**src/rtl/fetch_pkg.sv**
```systemverilog
// Shared types for the fetch front-end: FSM states, FIFO entry layout and PC step helper.
// Holds no logic, so it has no latency and no backpressure of its own.
package fetch_pkg;

  localparam int PKG_ADDR_W  = 32;
  localparam int PKG_INSTR_W = 32;

  typedef enum logic [2:0] {
    IDLE,
    FETCH,
    WAIT,
    DRAIN,
    HALTED
  } fetch_state_e;

  typedef struct packed {
    logic [PKG_ADDR_W-1:0]  pc;
    logic [PKG_INSTR_W-1:0] word;
  } fetch_entry_t;

  function automatic int unsigned pc_step(input int unsigned instr_w);
    return instr_w / 8;
  endfunction

endpackage

```
**src/rtl/fetch_fifo.sv**
```systemverilog
// Prefetch FIFO with a flush: the head is read from registered storage, one cycle after the push edge.
// A push is dropped when the FIFO is full and not popping, a pop is dropped when empty, and a flush beats both.
module fetch_fifo #(
  parameter int DEPTH = 4,
  parameter int WIDTH = 64
) (
  input  logic                   clk,
  input  logic                   rst,
  input  logic                   push,
  input  logic [WIDTH-1:0]       push_data,
  input  logic                   pop,
  input  logic                   flush,
  output logic [$clog2(DEPTH):0] count,
  output logic                   head_valid,
  output logic [WIDTH-1:0]       head_data
);

  localparam int PTR_W = $clog2(DEPTH);
  localparam int CNT_W = PTR_W + 1;

  logic [WIDTH-1:0] mem [DEPTH];
  logic [PTR_W-1:0] wr_ptr;
  logic [PTR_W-1:0] rd_ptr;
  logic             do_push;
  logic             do_pop;

  assign do_pop     = pop && (count != '0);
  assign do_push    = push && ((count != CNT_W'(DEPTH)) || do_pop);
  assign head_valid = (count != '0);
  assign head_data  = head_valid ? mem[rd_ptr] : '0;

  // DEPTH is a power of two, so pointers wrap by natural overflow.
  always_ff @(posedge clk) begin
    if (rst || flush) begin
      wr_ptr <= '0;
      rd_ptr <= '0;
      count  <= '0;
    end else begin
      if (do_push) wr_ptr <= wr_ptr + 1'b1;
      if (do_pop)  rd_ptr <= rd_ptr + 1'b1;
      count <= count + CNT_W'(do_push) - CNT_W'(do_pop);
    end
  end

  always_ff @(posedge clk) begin
    if (do_push && !flush && !rst) mem[wr_ptr] <= push_data;
  end

endmodule

```
**src/rtl/instr_fetch_unit.sv**
```systemverilog
// Fetch front-end: run/stop FSM, single-outstanding memory port, prefetch FIFO, redirect and halt.
// Best cadence is one word per two cycles with 1-cycle memory; requests stop while the FIFO is full.
module instr_fetch_unit
  import fetch_pkg::*;
#(
  parameter int                 ADDR_W    = 32,
  parameter int                 INSTR_W   = 32,
  parameter int                 DEPTH     = 4,
  parameter logic [ADDR_W-1:0]  RESET_PC  = '0,
  parameter logic [INSTR_W-1:0] HALT_WORD = 32'hEF00_0000
) (
  input  logic               clk,
  input  logic               rst,
  input  logic               start,
  output logic               imem_req,
  output logic [ADDR_W-1:0]  imem_addr,
  input  logic               imem_ready,
  input  logic               imem_rvalid,
  input  logic [INSTR_W-1:0] imem_rdata,
  input  logic               branch_valid,
  input  logic [ADDR_W-1:0]  branch_target,
  output logic               instr_valid,
  output logic [INSTR_W-1:0] instr,
  output logic [ADDR_W-1:0]  instr_pc,
  input  logic               instr_ready,
  output logic               busy,
  output logic               halted
);

  localparam int unsigned STEP  = pc_step(INSTR_W);
  localparam int          CNT_W = $clog2(DEPTH) + 1;

  typedef struct packed {
    logic [ADDR_W-1:0]  pc;
    logic [INSTR_W-1:0] word;
  } entry_t;

  fetch_state_e      state;
  fetch_state_e      state_nxt;
  logic [ADDR_W-1:0] pc;
  logic [ADDR_W-1:0] pc_nxt;
  logic [ADDR_W-1:0] req_pc;
  logic [ADDR_W-1:0] req_pc_nxt;
  logic [ADDR_W-1:0] align_mask;
  logic [CNT_W-1:0]  count;
  logic              handshake;
  logic              redirect;
  logic              push;
  logic              flush;
  entry_t            push_ent;
  entry_t            head_ent;

  assign align_mask = ~ADDR_W'(STEP - 1);
  assign busy       = (state == FETCH) || (state == WAIT) || (state == DRAIN);
  assign halted     = (state == HALTED);
  assign redirect   = branch_valid && busy;
  // Only one request is ever in flight, so count < DEPTH reserves the slot its response needs.
  assign imem_req   = (state == FETCH) && (count < CNT_W'(DEPTH));
  assign handshake  = imem_req && imem_ready;
  assign imem_addr  = pc;

  assign push_ent.pc   = req_pc;
  assign push_ent.word = imem_rdata;
  assign instr         = head_ent.word;
  assign instr_pc      = head_ent.pc;

  always_comb begin
    state_nxt  = state;
    pc_nxt     = pc;
    req_pc_nxt = req_pc;
    push       = 1'b0;
    flush      = 1'b0;
    case (state)
      IDLE: begin
        if (start) begin
          state_nxt = FETCH;
          pc_nxt    = RESET_PC;
        end
      end
      FETCH: begin
        if (handshake) begin
          req_pc_nxt = pc;
          pc_nxt     = pc + ADDR_W'(STEP);
          state_nxt  = WAIT;
        end
      end
      WAIT: begin
        if (imem_rvalid) begin
          push      = 1'b1;
          state_nxt = (imem_rdata == HALT_WORD) ? HALTED : FETCH;
        end
      end
      DRAIN: begin
        if (imem_rvalid) state_nxt = FETCH;
      end
      HALTED: begin
        if (start) state_nxt = FETCH;
      end
      default: state_nxt = IDLE;
    endcase

    // A redirect waits in DRAIN whenever a response is still owed to the old stream.
    if (redirect) begin
      flush  = 1'b1;
      push   = 1'b0;
      pc_nxt = branch_target & align_mask;
      if ((state == FETCH && handshake) || (state != FETCH && !imem_rvalid)) begin
        state_nxt = DRAIN;
      end else begin
        state_nxt = FETCH;
      end
    end
  end

  always_ff @(posedge clk) begin
    if (rst) begin
      state  <= IDLE;
      pc     <= RESET_PC;
      req_pc <= '0;
    end else begin
      state  <= state_nxt;
      pc     <= pc_nxt;
      req_pc <= req_pc_nxt;
    end
  end

  fetch_fifo #(
    .DEPTH (DEPTH),
    .WIDTH ($bits(entry_t))
  ) u_fifo (
    .clk        (clk),
    .rst        (rst),
    .push       (push),
    .push_data  (push_ent),
    .pop        (instr_ready),
    .flush      (flush),
    .count      (count),
    .head_valid (instr_valid),
    .head_data  (head_ent)
  );

endmodule

```
**config.mk**
```make
export PLATFORM = sky130hd
export DESIGN_NAME = instr_fetch_unit
export DESIGN_NICKNAME = d
export VERILOG_FILES = /design/src/rtl/fetch_pkg.sv /design/src/rtl/fetch_fifo.sv /design/src/rtl/instr_fetch_unit.sv
export SDC_FILE = /design/constraint.sdc
export NUM_CORES = 1
export LEC_CHECK = 0
export CAP_MARGIN = 20
export CORE_MARGIN = 1
export CORE_UTILIZATION = 50
export DETAILED_ROUTE_END_ITERATION = 8
export GPL_TIMING_DRIVEN = 0
export PLACE_DENSITY = 0.84
export SLEW_MARGIN = 20
export SYNTH_ARGS = -nofsm -noshare
export SYNTH_HDL_FRONTEND = slang
export SYNTH_SLANG_ARGS = --single-unit
```
**constraint.sdc**
```tcl
create_clock -name clk -period 3.83 [get_ports clk]
set_input_delay 0.766 -clock clk [delete_from_list [all_inputs] [get_ports clk]]
set_output_delay 0.766 -clock clk [all_outputs]
set_load 0.05 [all_outputs]
```
==> impl_results.md, run 1 <==
* Crit-path cells: clkbuf_2 > mux4_2 > and2_1 > clkdlybuf4s50_1
* Clk Latency, worst-skew pair at about 0.52 ns
* Syn_nets at 987
* Post-synthesis adder-cell area fraction at 0.00796
* Critical Path AT at 2.96 ns
* Seq cells post-synth at 332
* Clock Tree Buf Depth at 3
* Setup repair after global routing missed its margin: no
* Die area at 27700 um^2
* Cell Pwr Density at just over 600 nW/um^2
* Hold WC Path Type: flip-flop to flip-flop
* Clock sink count at 332
* Global route total overflow at 0
* Syn_area_per_cell at approximately 15 um^2
* Fin crit share at 0.974
* Setup CP Type: flip-flop to output pin
* CP max-delay cell: dfxtp_1
* Peak Freq at between 200 and 300 MHz
* Final setup fails at 0
* CTS tree: built
* Fraction of layout cells with a size suffix above 1 at 0.147
* Internal power at 6.99 mW
* Setup tns final at 0 ns
* Tightest Pin Transition at about 1 ns
* Number of vias per cell at 5.98
* Failing checks: design-rule violations
* Starting Density at 0.515
* Cells after Synth at 908
* Sequential Power Share at 0.388
* Total track usage at 0.235
* Synth unique cells at just under 60
* Avg WL per Cell at 22.0 um
* Die width at 166 um
* Combinational power share at 0.280
* Max-slew violation count at 0
* Port Buffers at 167
* 1st-pass router iterations at 8
* # fillers at 1848
* Post-Synth Simple-Gate Area at 0.120
* Fraction of registers with async set or reset after synthesis at 0
* Vias in the first global route at between 8000 and 9000
* Sw Ratio at 0.320
* H-tree level count at 2
* Finished Cell Area at 16900 um^2
* Slew HR at 0.331
* Sequential share of the synthesized area at 0.681
* Std-Cell Rows at 59
* XOR/XNOR Fraction of Synth Area at 0.00453
* Max rail drop VDD at ~0.29 mV
* Post-Route WL at about 32 mm
* Hold Slack at 0.495 ns
* Crit-path max cell delay at about 0.73 ns
* Sequential Area at about 9200 um^2
* CTS buffer count at 34
* # diodes at 0
* Ys flop type: edfxtp_1
* EDFF count, synth at ~260
* I/O pin cnt at 171
* Outcome: finished with violations
* CTS clk-pin slew, worst paths at ~0.06 ns
* Number of nets in the layout at 1192
* Req. time, crit path at 3.06 ns
* Static leakage at around 5.7 nW
* Crit-path max FO at 10
* Vias at 8794
* Final GP Congestion at 0.894
* DP Wirelength at 20.8 mm
* Multi-input combinational cell area at 4030 um^2
* First-pass GRT wire length at 49.7 mm
* Antenna violations before repair at 0
* Worst clock skew at 0.0260 ns
* Utilization after layout at 0.644
* Core area at 26300 um^2
* Antenna viol nets, final at 0
* Largest net degree at the start of global routing at 45
* Clk root buf: clkbuf_16
* Placed Area at 15700 um^2
* CTS Hold Buffers Added at 0
* Compound-Gate Fraction of Synth Area at 0.0560
* Drc violations at 14
* Largest family of logic cells by synthesized area: simple AND/OR/NAND/NOR gates
* Syn-to-layout area delta at 25.1%
* Die H at 166 um
* Worst Setup End Kind: output pin
* Maxcap violations at 0
* Clock share of power at 0.331
* Cell area after synthesis at 13500 um^2
* 1st-iter DRT viols at 935
* Critical path launch point type: flip-flop
* Multiplexer share of the synthesized area at 0.109
* Sw Pwr at 3.29 mW
* Ys Warns at 0
* Final hold vios at 0
* Final min period at 3.73 ns
-- flip-flops by register name, indices dropped and copies added (netlist names), named ones only --
| name | count |
|---|---|
| imem_addr | 32 |
| req_pc | 32 |
| state | 3 |
| u_fifo.count | 3 |
| u_fifo.mem | 256 |
| u_fifo.rd_ptr | 2 |
| u_fifo.wr_ptr | 2 |
-- cell usage after synthesis (3+ instances only) --
cell	instances	area share
nor4b_1	3	0.0019
nand3_1	10	0.0037
nor2b_1	4	0.0019
ha_1	7	0.0065
a221oi_1	5	0.0032
xor2_1	3	0.0019
inv_1	12	0.0033
nor3_1	14	0.0052
a32o_1	5	0.0037
mux4_2	64	0.11
clkbuf_1	35	0.0097
o21ai_0	16	0.0059
nand4b_1	3	0.0019
nand2_1	97	0.027
a21oi_1	60	0.022
or4_1	5	0.0028
a31oi_1	15	0.0069
nor2_1	35	0.0097
a21o_1	3	0.0017
and3_1	8	0.0037
dfxtp_1	76	0.11
buf_2	20	0.0074
nor4_1	6	0.0028
and2_1	78	0.036
a211oi_1	4	0.0022
edfxtp_1	256	0.57
a41oi_1	3	0.0019
xnor2_1	4	0.0026
nand4_1	12	0.0056
or3_1	3	0.0014
nand2b_1	6	0.0028
-- metal layers --
layer  track usage  wire length, um  part of all wire  up-vias
li1              -                -                 -     3893
met1         0.310            12700              0.39     4315
met2         0.395            15900              0.49      519
met3        0.0490             2980             0.092       67
met4        0.0713              721             0.022        0
met5             0                0                 0        -
-- cells by family (layout without fill, tap and decap cells) --
| group | after synthesis | count (layout) |
|---|---|---|
| flip-flops | 332 | 332 |
| AND/OR/NAND/NOR | 300 | 300 |
| AO/OA/AOI/OAI | 124 | 124 |
| buffers and inverters | 70 | 298 |
| multiplexers | 67 | 67 |
| adder cells (fa/ha/maj) | 8 | 8 |
| XOR/XNOR | 7 | 7 |
-- layout make-up --
class / count / area share
Sequential cell: 332 / 0.544
Multi-Input combinational cell: 506 / 0.238
Timing Repair Buffer: 171 / 0.106
Clock buffer: 42 / 0.0545
Tap cell: 335 / 0.0248
Buffer: 56 / 0.0158
Clock inverter: 17 / 0.0138
Inverter: 12 / 0.00266
-- power by group through the flow --
stage / clock (mW) / combinational (mW) / sequential (mW)
5_1_grt: 3.57 / 3.05 / 4.00
3_5_place_dp: 0 / 2.91 / 4.05
4_1_cts: 3.45 / 2.91 / 3.99
6_report: 3.40 / 2.88 / 3.99
2_1_floorplan: 0 / 1.87 / 4.09
3_3_place_gp: 0 / 2.87 / 4.04
-- path summary, 6_finish.rpt --
check	from	to	slack (ns)	depth (start not counted)
setup / recovery	flip-flop	instr_pc[28]	0.1	4
hold / removal	imem_addr[1]$_SDFFE_PP0P_	req_pc[1]$_SDFFE_PP0P_	0.50	2
setup reg to reg	state[2]$_SDFFE_PP0P_	u_fifo.mem[2][39]$_DFFE_PP_	0.91	7
hold reg to reg	imem_addr[1]$_SDFFE_PP0P_	req_pc[1]$_SDFFE_PP0P_	0.50	2
-- per-stage QoR --
stage	instances	power [mW]	setup slack, ns
2_1_floorplan	908	5.96	0.164
3_3_place_gp	1410	6.92	-1.66
3_5_place_dp	1414	6.95	0.131
4_1_cts	1471	10.3	0.00631
5_1_grt	1471	10.6	0.00203
6_report	1471	10.3	0.0999
-- layout by cell type (no fill, tap or decap), drive strengths merged, types with 3 or more instances in the layout --
cell type,instances
nor4,7
edfxtp,256
clkbuf,81
nand4b,3
clkinv,11
nor4b,5
clkdlybuf4s50,163
dlymetal6s2s,4
nand4,14
inv,12
a31oi,15
mux4,64
nor2b,4
or3,3
xnor2,4
a221oi,5
o21ai,16
and3,8
dfxtp,76
a32o,5
nor3,17
bufinv,5
or4,5
a211oi,4
a21oi,60
a41oi,3
ha,7
nor2,35
nand3,10
nand2,97
buf,21
xor2,3
a21o,3
and2,78
nand2b,6
-- critical path: cells and delay by family (launching register included) --
kind	cells	cell delay [ns]
DFF	1	0.73
buffers and inverters	2	1.16
and+or+nand+nor	1	0.19
muxes	1	0.36
-- what timing repair did --
item / 4_1_cts / 5_1_grt
setup buffers: 0 / 0
setup endpoints to repair: 60 / 34
gates resized for setup: 8 / 11
cloned: 0 / 0
Note: power is estimated with default switching activity, not from simulation.
==> run 2: changes to the inputs <==
Settings changed: CORE_ASPECT_RATIO from default to 1.2, CTS_CLUSTER_DIAMETER from default to 150.
==> impl_results.md, run 2 (synthesized netlist as in run 1, its figures left out) <==
* 1st-pass router iterations at 7 (was 8)
* Syn-to-layout area delta at 24.1% (was 25.1%)
* Sw Pwr at 3.18 mW (was 3.29 mW)
* Final hold vios at 0 (unchanged)
* Antenna viol nets, final at 0 (unchanged)
* Die H at 182 um (was 166 um)
* Clk root buf: clkbuf_16 (unchanged)
* Req. time, crit path at 3.06 ns (about the same)
* Maxcap violations at 0 (unchanged)
* Clock Tree Buf Depth at 3 (unchanged)
* Worst clock skew at 0.00808 ns (was 0.0260 ns)
* CTS clk-pin slew, worst paths at 0.06 ns (about the same)
* Worst Setup End Kind: output pin (unchanged)
* Die area at 27700 um^2 (about the same)
* Dpl ws at 0.187 ns (was 0.131 ns)
* Failing checks: design-rule violations (unchanged)
* Clk Latency, worst-skew pair at 0.55 ns (was 0.52 ns)
* 1st-iter DRT viols at 621 (was 935)
* # diodes at 0 (unchanged)
* Drc violations at 24 (was 14)
* Tightest Pin Transition at 1.01 ns (was 1.00 ns)
* Crit-path max FO at 10 (unchanged)
* Core area at 26400 um^2 (was 26300 um^2)
* Hold path depth at 2 (unchanged)
* Register-to-Register Path Depth at 7 (unchanged)
* Outcome: finished with violations (unchanged)
* Cell Pwr Density at 590 nW/um^2 (was 608 nW/um^2)
* Setup CP Type: flip-flop to output pin (unchanged)
* PnR worst setup slack at 0.105 ns (was 0.0999 ns)
* Slew HR at 0.327 (was 0.331)
* # fillers at 1855 (was 1848)
* Avg WL per Cell at 20.5 um (was 22.0 um)
* Most common cell after layout, fill and taps aside: edfxtp_1 (unchanged)
* Critical path launch point type: flip-flop (unchanged)
* I/O pin cnt at 171 (unchanged)
* Peak Freq at 268 MHz (about the same)
* Hold WC Path Type: flip-flop to flip-flop (unchanged)
* Vias in the first global route at 8559 (was 8951)
* Final GP Congestion at 0.882 (was 0.894)
* Multi-input combinational cell area at 4030 um^2 (unchanged)
* Setup tns final at 0 ns (unchanged)
* CTS Hold Buffers Added at 0 (unchanged)
* Post-Route WL at 30.1 mm (was 32.3 mm)
* Critical Path AT at 2.96 ns (about the same)
* Die width at 152 um (was 166 um)
* Global route total overflow at 0 (unchanged)
* Sw Ratio at 0.321 (was 0.320)
* Number of vias per cell at 5.81 (was 5.98)
* Vias at 8528 (was 8794)
* Port Buffers at 167 (unchanged)
* Max-slew violation count at 0 (unchanged)
* CTS tree: built (unchanged)
* H-tree level count at 1 (was 2)
* Clock share of power at 0.309 (was 0.331)
* Largest net degree at the start of global routing at 48 (was 45)
* Placed Area at 15700 um^2 (unchanged)
* Final min period at 3.72 ns (was 3.73 ns)
* Std-Cell Rows at 65 (was 59)
* CTS buffer count at 31 (was 34)
* Sequential Area at 9210 um^2 (unchanged)
* Final setup fails at 0 (unchanged)
* Total track usage at 0.218 (was 0.235)
* Clock sink count at 332 (unchanged)
* Combinational power share at 0.289 (was 0.280)
* Max rail drop VDD at 0.316 mV (was 0.285 mV)
* Largest Register: u_fifo.mem (unchanged)
* Antenna violations before repair at 0 (unchanged)
* Static leakage at 5.70 nW (was 5.72 nW)
* Sequential Power Share at 0.402 (was 0.388)
* Number of nets in the layout at 1189 (was 1192)
* Fraction of layout cells with a size suffix above 1 at 0.138 (was 0.147)
* Fin crit share at 0.972 (was 0.974)
* Starting Density at 0.512 (was 0.515)
* First-pass GRT wire length at 47.1 mm (was 49.7 mm)
* Most frequent cells in the layout: edfxtp_1 (256), clkdlybuf4s50_1 (160), nand2_1 (97) (was edfxtp_1 (256), clkdlybuf4s50_1 (163), nand2_1 (97))
* DP Wirelength at 20.0 mm (was 20.8 mm)
* Finished Cell Area at 16800 um^2 (was 16900 um^2)
* Internal power at 6.73 mW (was 6.99 mW)
* Max reg flops at 256 (unchanged)
* Setup bufs post-CTS at 0 (unchanged)
-- run 2: cell count changes in the layout (fill, tap and decap cells not counted) --
| cell | before | now |
|---|---|---|
| clkinv_1 | 1 | 4 |
| clkinv_2 | 8 | 4 |
| clkinv_8 | 2 | 0 |
| dlymetal6s2s_1 | 4 | 7 |
| clkbuf_1 | 30 | 35 |
| clkinv_4 | 0 | 1 |
| clkbuf_16 | 35 | 31 |
| bufinv_16 | 5 | 4 |
| clkdlybuf4s50_1 | 163 | 160 |
-- run 2: metrics by stage --
step / hold slack (ns) / util / cells / power, mW
floorplan: 0.460 / - / 908 / 5.96
global placement: 0.458 / 0.591 / 1410 / 6.91
detailed placement: 0.472 / 0.595 / 1414 / 6.94
CTS: 0.479 / 0.634 / 1469 / 9.98
global route: 0.507 / 0.635 / 1469 / 10.3
finish: 0.482 / 0.635 / 1469 / 9.91
-- run 2: layer usage --
metal / vias up / GRT usage / wire [um]
met5: - / 0 / 0
met3: 61 / 0.0313 / 2070
met2: 364 / 0.383 / 15200
li1: 3877 / - / -
met1: 4226 / 0.283 / 12100
met4: 0 / 0.0637 / 714
-- run 2: worst paths after layout --
| kind | end | startpoint | slack [ns] |
|---|---|---|---|
| max | instr_pc[7] | u_fifo.count[2]$_SDFF_PP0_ | 0.11 |
| min | req_pc[0]$_SDFFE_PP0P_ | imem_addr[0]$_SDFFE_PP0P_ | 0.48 |
| max reg2reg | u_fifo.mem[3][61]$_DFFE_PP_ | state[2]$_SDFFE_PP0P_ | 0.96 |
| min reg2reg | req_pc[0]$_SDFFE_PP0P_ | imem_addr[0]$_SDFFE_PP0P_ | 0.48 |
-- run 2: final cells by class --
cell class,instances,area share
flip-flops and latches,332,0.549
multi-input cells,506,0.240
repair buffers,171,0.107
clock buffers,43,0.0501
well taps,335,0.0250
plain buffers,56,0.0159
clock inverters,14,0.0102
inverters,12,0.00268
-- run 2: power by group through the flow --
stage          Clock [mW]  Combinational, mW  Sequential, mW
2_1_floorplan           0               1.87            4.09
3_3_place_gp            0               2.87            4.04
3_5_place_dp            0               2.90            4.04
4_1_cts              3.10               2.89            3.99
5_1_grt              3.23               3.03            4.00
6_report             3.06               2.86            3.99
-- run 2: worst max-delay path: stages, from the launching register on --
cell and delay, ns:
dfxtp_1 0.42, or3_1 0.27, clkbuf_2 0.30, clkbuf_1 0.38, and2_1 0.22, clkdlybuf4s50_1 0.81
-- run 2: repair_timing --
item	4_1_cts	5_1_grt
gates resized for setup	9	12
endpoints found under the setup margin	60	18
gates cloned	0	0
==> variant 1, RTL diff (config.mk and constraints of run 2) <==
Encoding of `fetch_state_e`: now Gray code (3 bits for 5 states).
--- a/src/rtl/fetch_pkg.sv
+++ b/src/rtl/fetch_pkg.sv
@@ -6,11 +6,11 @@
   localparam int PKG_INSTR_W = 32;
 
   typedef enum logic [2:0] {
-    IDLE,
-    FETCH,
-    WAIT,
-    DRAIN,
-    HALTED
+    IDLE   = 3'b000,
+    FETCH  = 3'b001,
+    WAIT   = 3'b011,
+    DRAIN  = 3'b010,
+    HALTED = 3'b110
   } fetch_state_e;
 
   typedef struct packed {
Formal check against the unedited RTL: same outputs for any inputs over 4 cycles, from zero or initial values and one cycle with rst high; so few cycles prove little.
==> variant 1 against run 2 <==
The run still ends with design-rule violations left. Critical endpoint is now instr_pc[13]. Final area is 0.13% higher. Wire length increased by 4.8%. Total power rose by 5.5%. Largest power group unchanged. Sequential cell count unchanged. Utilization up 0.080 points. Worst hold slack got worse by 31 ps. Area after synthesis down 0.30%. Sequential share of layout area down 0.070 points. Clock skew up 6.9 ps. Global-route usage is 1.3 points higher. Setup slack better by 56 ps.
==> variant 1: results (changes against run 2) <==
Pwr
The relative contribution of combinational cells to total power is 29.9% (+1.0 points). The power density of the placed cells is 622 nW/um^2 (+5.3%). The total sequential power is 4.06 mW (+2%). The largest voltage drop on the vdd net is 352 uV (+12%). The leakage power of the design is 5.57 nW (-2.2%).

Global route
The via count of the first global-routing pass is 8545 (-0.16%). The routing usage on met2 is 40.3% (+1.9 points). The global-route wire length before repair is 48700 um (+3.5%). The pin count of the biggest net entering global routing is 49 (+2.1%). The met3 demand-to-capacity share in global routing came to 2.96% (-0.18 points).

The met1 track demand over resource came to 30.4% (+2.1 points). The aggregate global-route resource usage came to 23.1% (+1.3 points).

Detailed routing
The number of violations reported at the end of detailed-routing iteration 0 was 710 (+14%). The detailed-route DRC error count is 26 (+8.3%). The length of routed met3 wiring is 2490 um (+20%).

Layout
The proportion of cell area occupied by registers is 54.8% (-0.070 points). The count of buffers not belonging to the clock network in the layout is 229 (+0.88%). The number of standard cells in the final layout excluding fillers is 1483 (+0.95%). The number of non-clock inverters was 13 (+1). The fill cell total of the finished layout was 1901 (+2.5%). The multi-input gate area in the final layout is 3990 sq um (-1.0%).

The portion of the layout cell area used by non-clock buffers came to 12.2% (-0.15 points).

Yosys
The net count after synthesis is 1001 (+1.4%). The commonest cells after synthesis are edfxtp_1, nand2_1, dfxtp_1. The share of the yosys chip area belonging to registers was 68.3% (+0.20 points). Ranked by total cell area, the synthesized netlist is headed by edfxtp_1, dfxtp_1, mux4_2.

Status
The checks that failed: design-rule violations. The run finished, with violations left.

Worst hold path
The worst hold path terminates at imem_addr[0].

Critical path
The worst register-to-register path ends at u_fifo.mem[3][49]. The slack of the worst reg-to-reg path is 1130 ps (+170 ps).

Placement
The post-placement setup slack is 223 ps (+35.8 ps). The post-place instance area is 15700 sq um (-0.25%).

STA
The worst slew slack as a fraction of its limit is 55.6% (+23 points).
## variant 1: repair_timing
action	CTS	global route
endpoints found under the setup margin	60	20
pin swaps	0	0
resized for setup	8	6
## variant 1: worst max-delay path by stage
stage / start / end / slack (ps) / cells past startpoint
after floorplan: rst / u_fifo.mem[0][0] / 330 / 5
after global placement: branch_valid / u_fifo.mem[0][7] / -1590 / 6
after detailed placement: flop / instr_pc[11] / 220 / 5
after CTS: flop / instr_pc[11] / 40 / 4
after global routing: flop / instr[19] / 10 / 4
final: flop / instr_pc[13] / 160 / 4
## variant 1: cells by family after synthesis
logic type | Yosys count | synth area share, %
flip-flops | 332 | 68.3
AND/OR/NAND/NOR | 303 | 11.5
AO/OA/AOI/OAI | 133 | 5.90
buffers and inverters | 73 | 2.21
multiplexers | 66 | 10.8
adder cells (fa/ha/maj) | 8 | 0.798
XOR/XNOR | 7 | 0.455
## variant 1: tightest hold or removal path, cell delays in order, from the launching register on
cell	delay, ps
dfxtp_1	320
inv_1	50
nor2_1	30
==> variant 2, RTL diff (config.mk and constraints of run 2) <==
Made on the original files. Set the parameter `HALT_WORD` to 32'h77800000 (it was 32'hEF00_0000).
--- a/src/rtl/instr_fetch_unit.sv
+++ b/src/rtl/instr_fetch_unit.sv
@@ -7,7 +7,7 @@
   parameter int                 INSTR_W   = 32,
   parameter int                 DEPTH     = 4,
   parameter logic [ADDR_W-1:0]  RESET_PC  = '0,
-  parameter logic [INSTR_W-1:0] HALT_WORD = 32'hEF00_0000
+  parameter logic [INSTR_W-1:0] HALT_WORD = 32'h77800000
 ) (
   input  logic               clk,
   input  logic               rst,
Check against the original RTL: not equivalent (Yosys sat finds a counterexample within 4 cycles, from zero or initial values and one cycle with rst high).
==> variant 2 against run 2 <==
Wire length grew 1.7%. Critical path type unchanged. Count of clock-buffer cells in the layout shrank 3. Clock skew rose by 5.8 ps. Setup slack gained 38 ps. Highest routed layer unchanged. Largest cell class unchanged. Sequential cell count did not move. Final area up 0.44%. Clock power increased by 4%. The flow still finishes with violations (design-rule violations). Via count fell by 0.41%. Area after synthesis stayed put. Total power increased by 0.81%. Synthesized cell count rose by 0.11%.
==> variant 2: results (changes against run 2) <==
Status
The run finished, with violations left. The final reports fail on design-rule violations.

Pwr
The cell-internal power came to 6.81 mW (+1.3%). The leakage power of the design is 5.94 nW (+4.3%). The largest voltage drop on the vdd net is 365 uV (+16%).

Detailed routing
The routed length on met1 is 12100 um (+0.29%). Signal routing reaches up to met4. The average via count per standard cell is 5.77 (-0.55%). The length of routed met3 wiring is 2140 um (+3.4%). The detailed-route DRC error count was 26 (+8.3%). The met2 wire length is 15500 um (+2.2%). The routed wire length was 30600 um (+1.7%). The number of violations reported at the end of detailed-routing iteration 0 is 683 (+10%).

Yosys
The most frequently used flop master after synthesis is edfxtp_1. The net count after synthesis came to 988 (+0.10%). The number of library cell types mapped by synthesis is 59 (+1.7%). Ranked by total cell area, the synthesized netlist is headed by edfxtp_1, dfxtp_1, mux4_2.

Counting instances in the post-synthesis netlist gives the leading cell types as edfxtp_1, nand2_1, and2_1.

Global route
The global-route wire length before repair is 47500 um (+1.0%). The via count of the first global-routing pass is 8502 (-0.67%). The aggregate global-route resource usage is 22.3% (+0.46 points). The pin count of the biggest net entering global routing is 44 (-8.3%).

Clock network
The depth of the CTS H-tree is 1 (unchanged). The register clock-pin slew on the reported worst setup and hold paths is 60 ps (about the same).

Placement
The half-perimeter wire length of the detailed placement result is 20200 um (+1.0%). The final weighted congestion in routability-driven placement is 0.873 (-1.1%).

Critical path
The delay contributed by the slowest stage of the critical path came to 690 ps (-120 ps). The data arrival time of the critical path is 2920 ps (-40 ps).

Layout
The total number of nets in the final design is 1191 (+0.17%). The fraction of final layout cells sized beyond drive strength 1 is 14.6% (+0.77 points).

STA
The worst slew slack as a fraction of its limit is 30.5% (-2.2 points). The final setup skew was 13.9 ps (+5.82 ps).
variant 2: cells by family (layout without fill, tap and decap cells):
| group | Yosys count | after routing | synth area share (%) |
|---|---|---|---|
| multiplexers | 67 | 67 | 10.9 |
| buffers and inverters | 70 | 297 | 2.19 |
| adder cells (fa/ha/maj) | 8 | 8 | 0.796 |
| AND/OR/NAND/NOR | 301 | 301 | 12.0 |
| flip-flops | 332 | 332 | 68.1 |
| XOR/XNOR | 7 | 7 | 0.453 |
| AO/OA/AOI/OAI | 124 | 124 | 5.60 |
variant 2: through the flow:
step / hold WS [ps] / std cells / setup slack [ps]
after floorplan: 460 / 909 / 164
after global placement: 475 / 1411 / -1640
after detailed placement: 483 / 1415 / 154
after CTS: 493 / 1471 / 3.00
after global routing: 512 / 1471 / 2.27
final: 500 / 1471 / 144
variant 2: area by class of cell:
| type | instances | area (sq um) |
|---|---|---|
| flip-flops and latches | 332 | 9210 |
| multi-input cells | 507 | 4030 |
| clock inverters | 17 | 215 |
| fillers | 1882 | 9580 |
| inverters | 12 | 45.0 |
| clock buffers | 40 | 860 |
| repair buffers | 171 | 1810 |
| well taps | 335 | 419 |
| plain buffers | 57 | 268 |
variant 2: worst register-to-register path: cells and delay by family (launching register included):
kind / cells / cell delay [ps]
buf+inv: 2 / 490
flops: 1 / 320
simple gates: 5 / 1720
variant 2: final timing paths:
| kind | startpoint | end | depth (start not counted) |
|---|---|---|---|
| max reg2reg | state[2] | u_fifo.mem[3][6] | 7 |
| max | flop | instr[16] | 4 |
| min reg2reg | req_pc[30] | req_pc[30] | 2 |
| min | req_pc[30] | req_pc[30] | 2 |
variant 2: repair_timing:
| item | CTS | global route |
|---|---|---|
| setup endpoints to repair | 60 | 25 |
| hold buffers | 0 | 0 |
| gates resized for setup | 20 | 21 |
variant 2: per-layer routing:
| metal | vias to the layer above | GRT usage, % |
|---|---|---|
| met1 | 4187 | 28.9 |
| met4 | 0 | 7.06 |
| li1 | 3879 | - |
| met5 | - | 0 |
| met3 | 62 | 2.97 |
| met2 | 365 | 39.1 |
variant 2: power groups by stage:
stage / clock, mW / sequential, mW / combinational [mW]
after CTS: 3.22 / 3.99 / 2.86
after global placement: 0 / 4.04 / 2.86
final: 3.18 / 3.99 / 2.83
after floorplan: 0 / 4.09 / 1.87
after global routing: 3.36 / 3.99 / 3.00
after detailed placement: 0 / 4.05 / 2.89
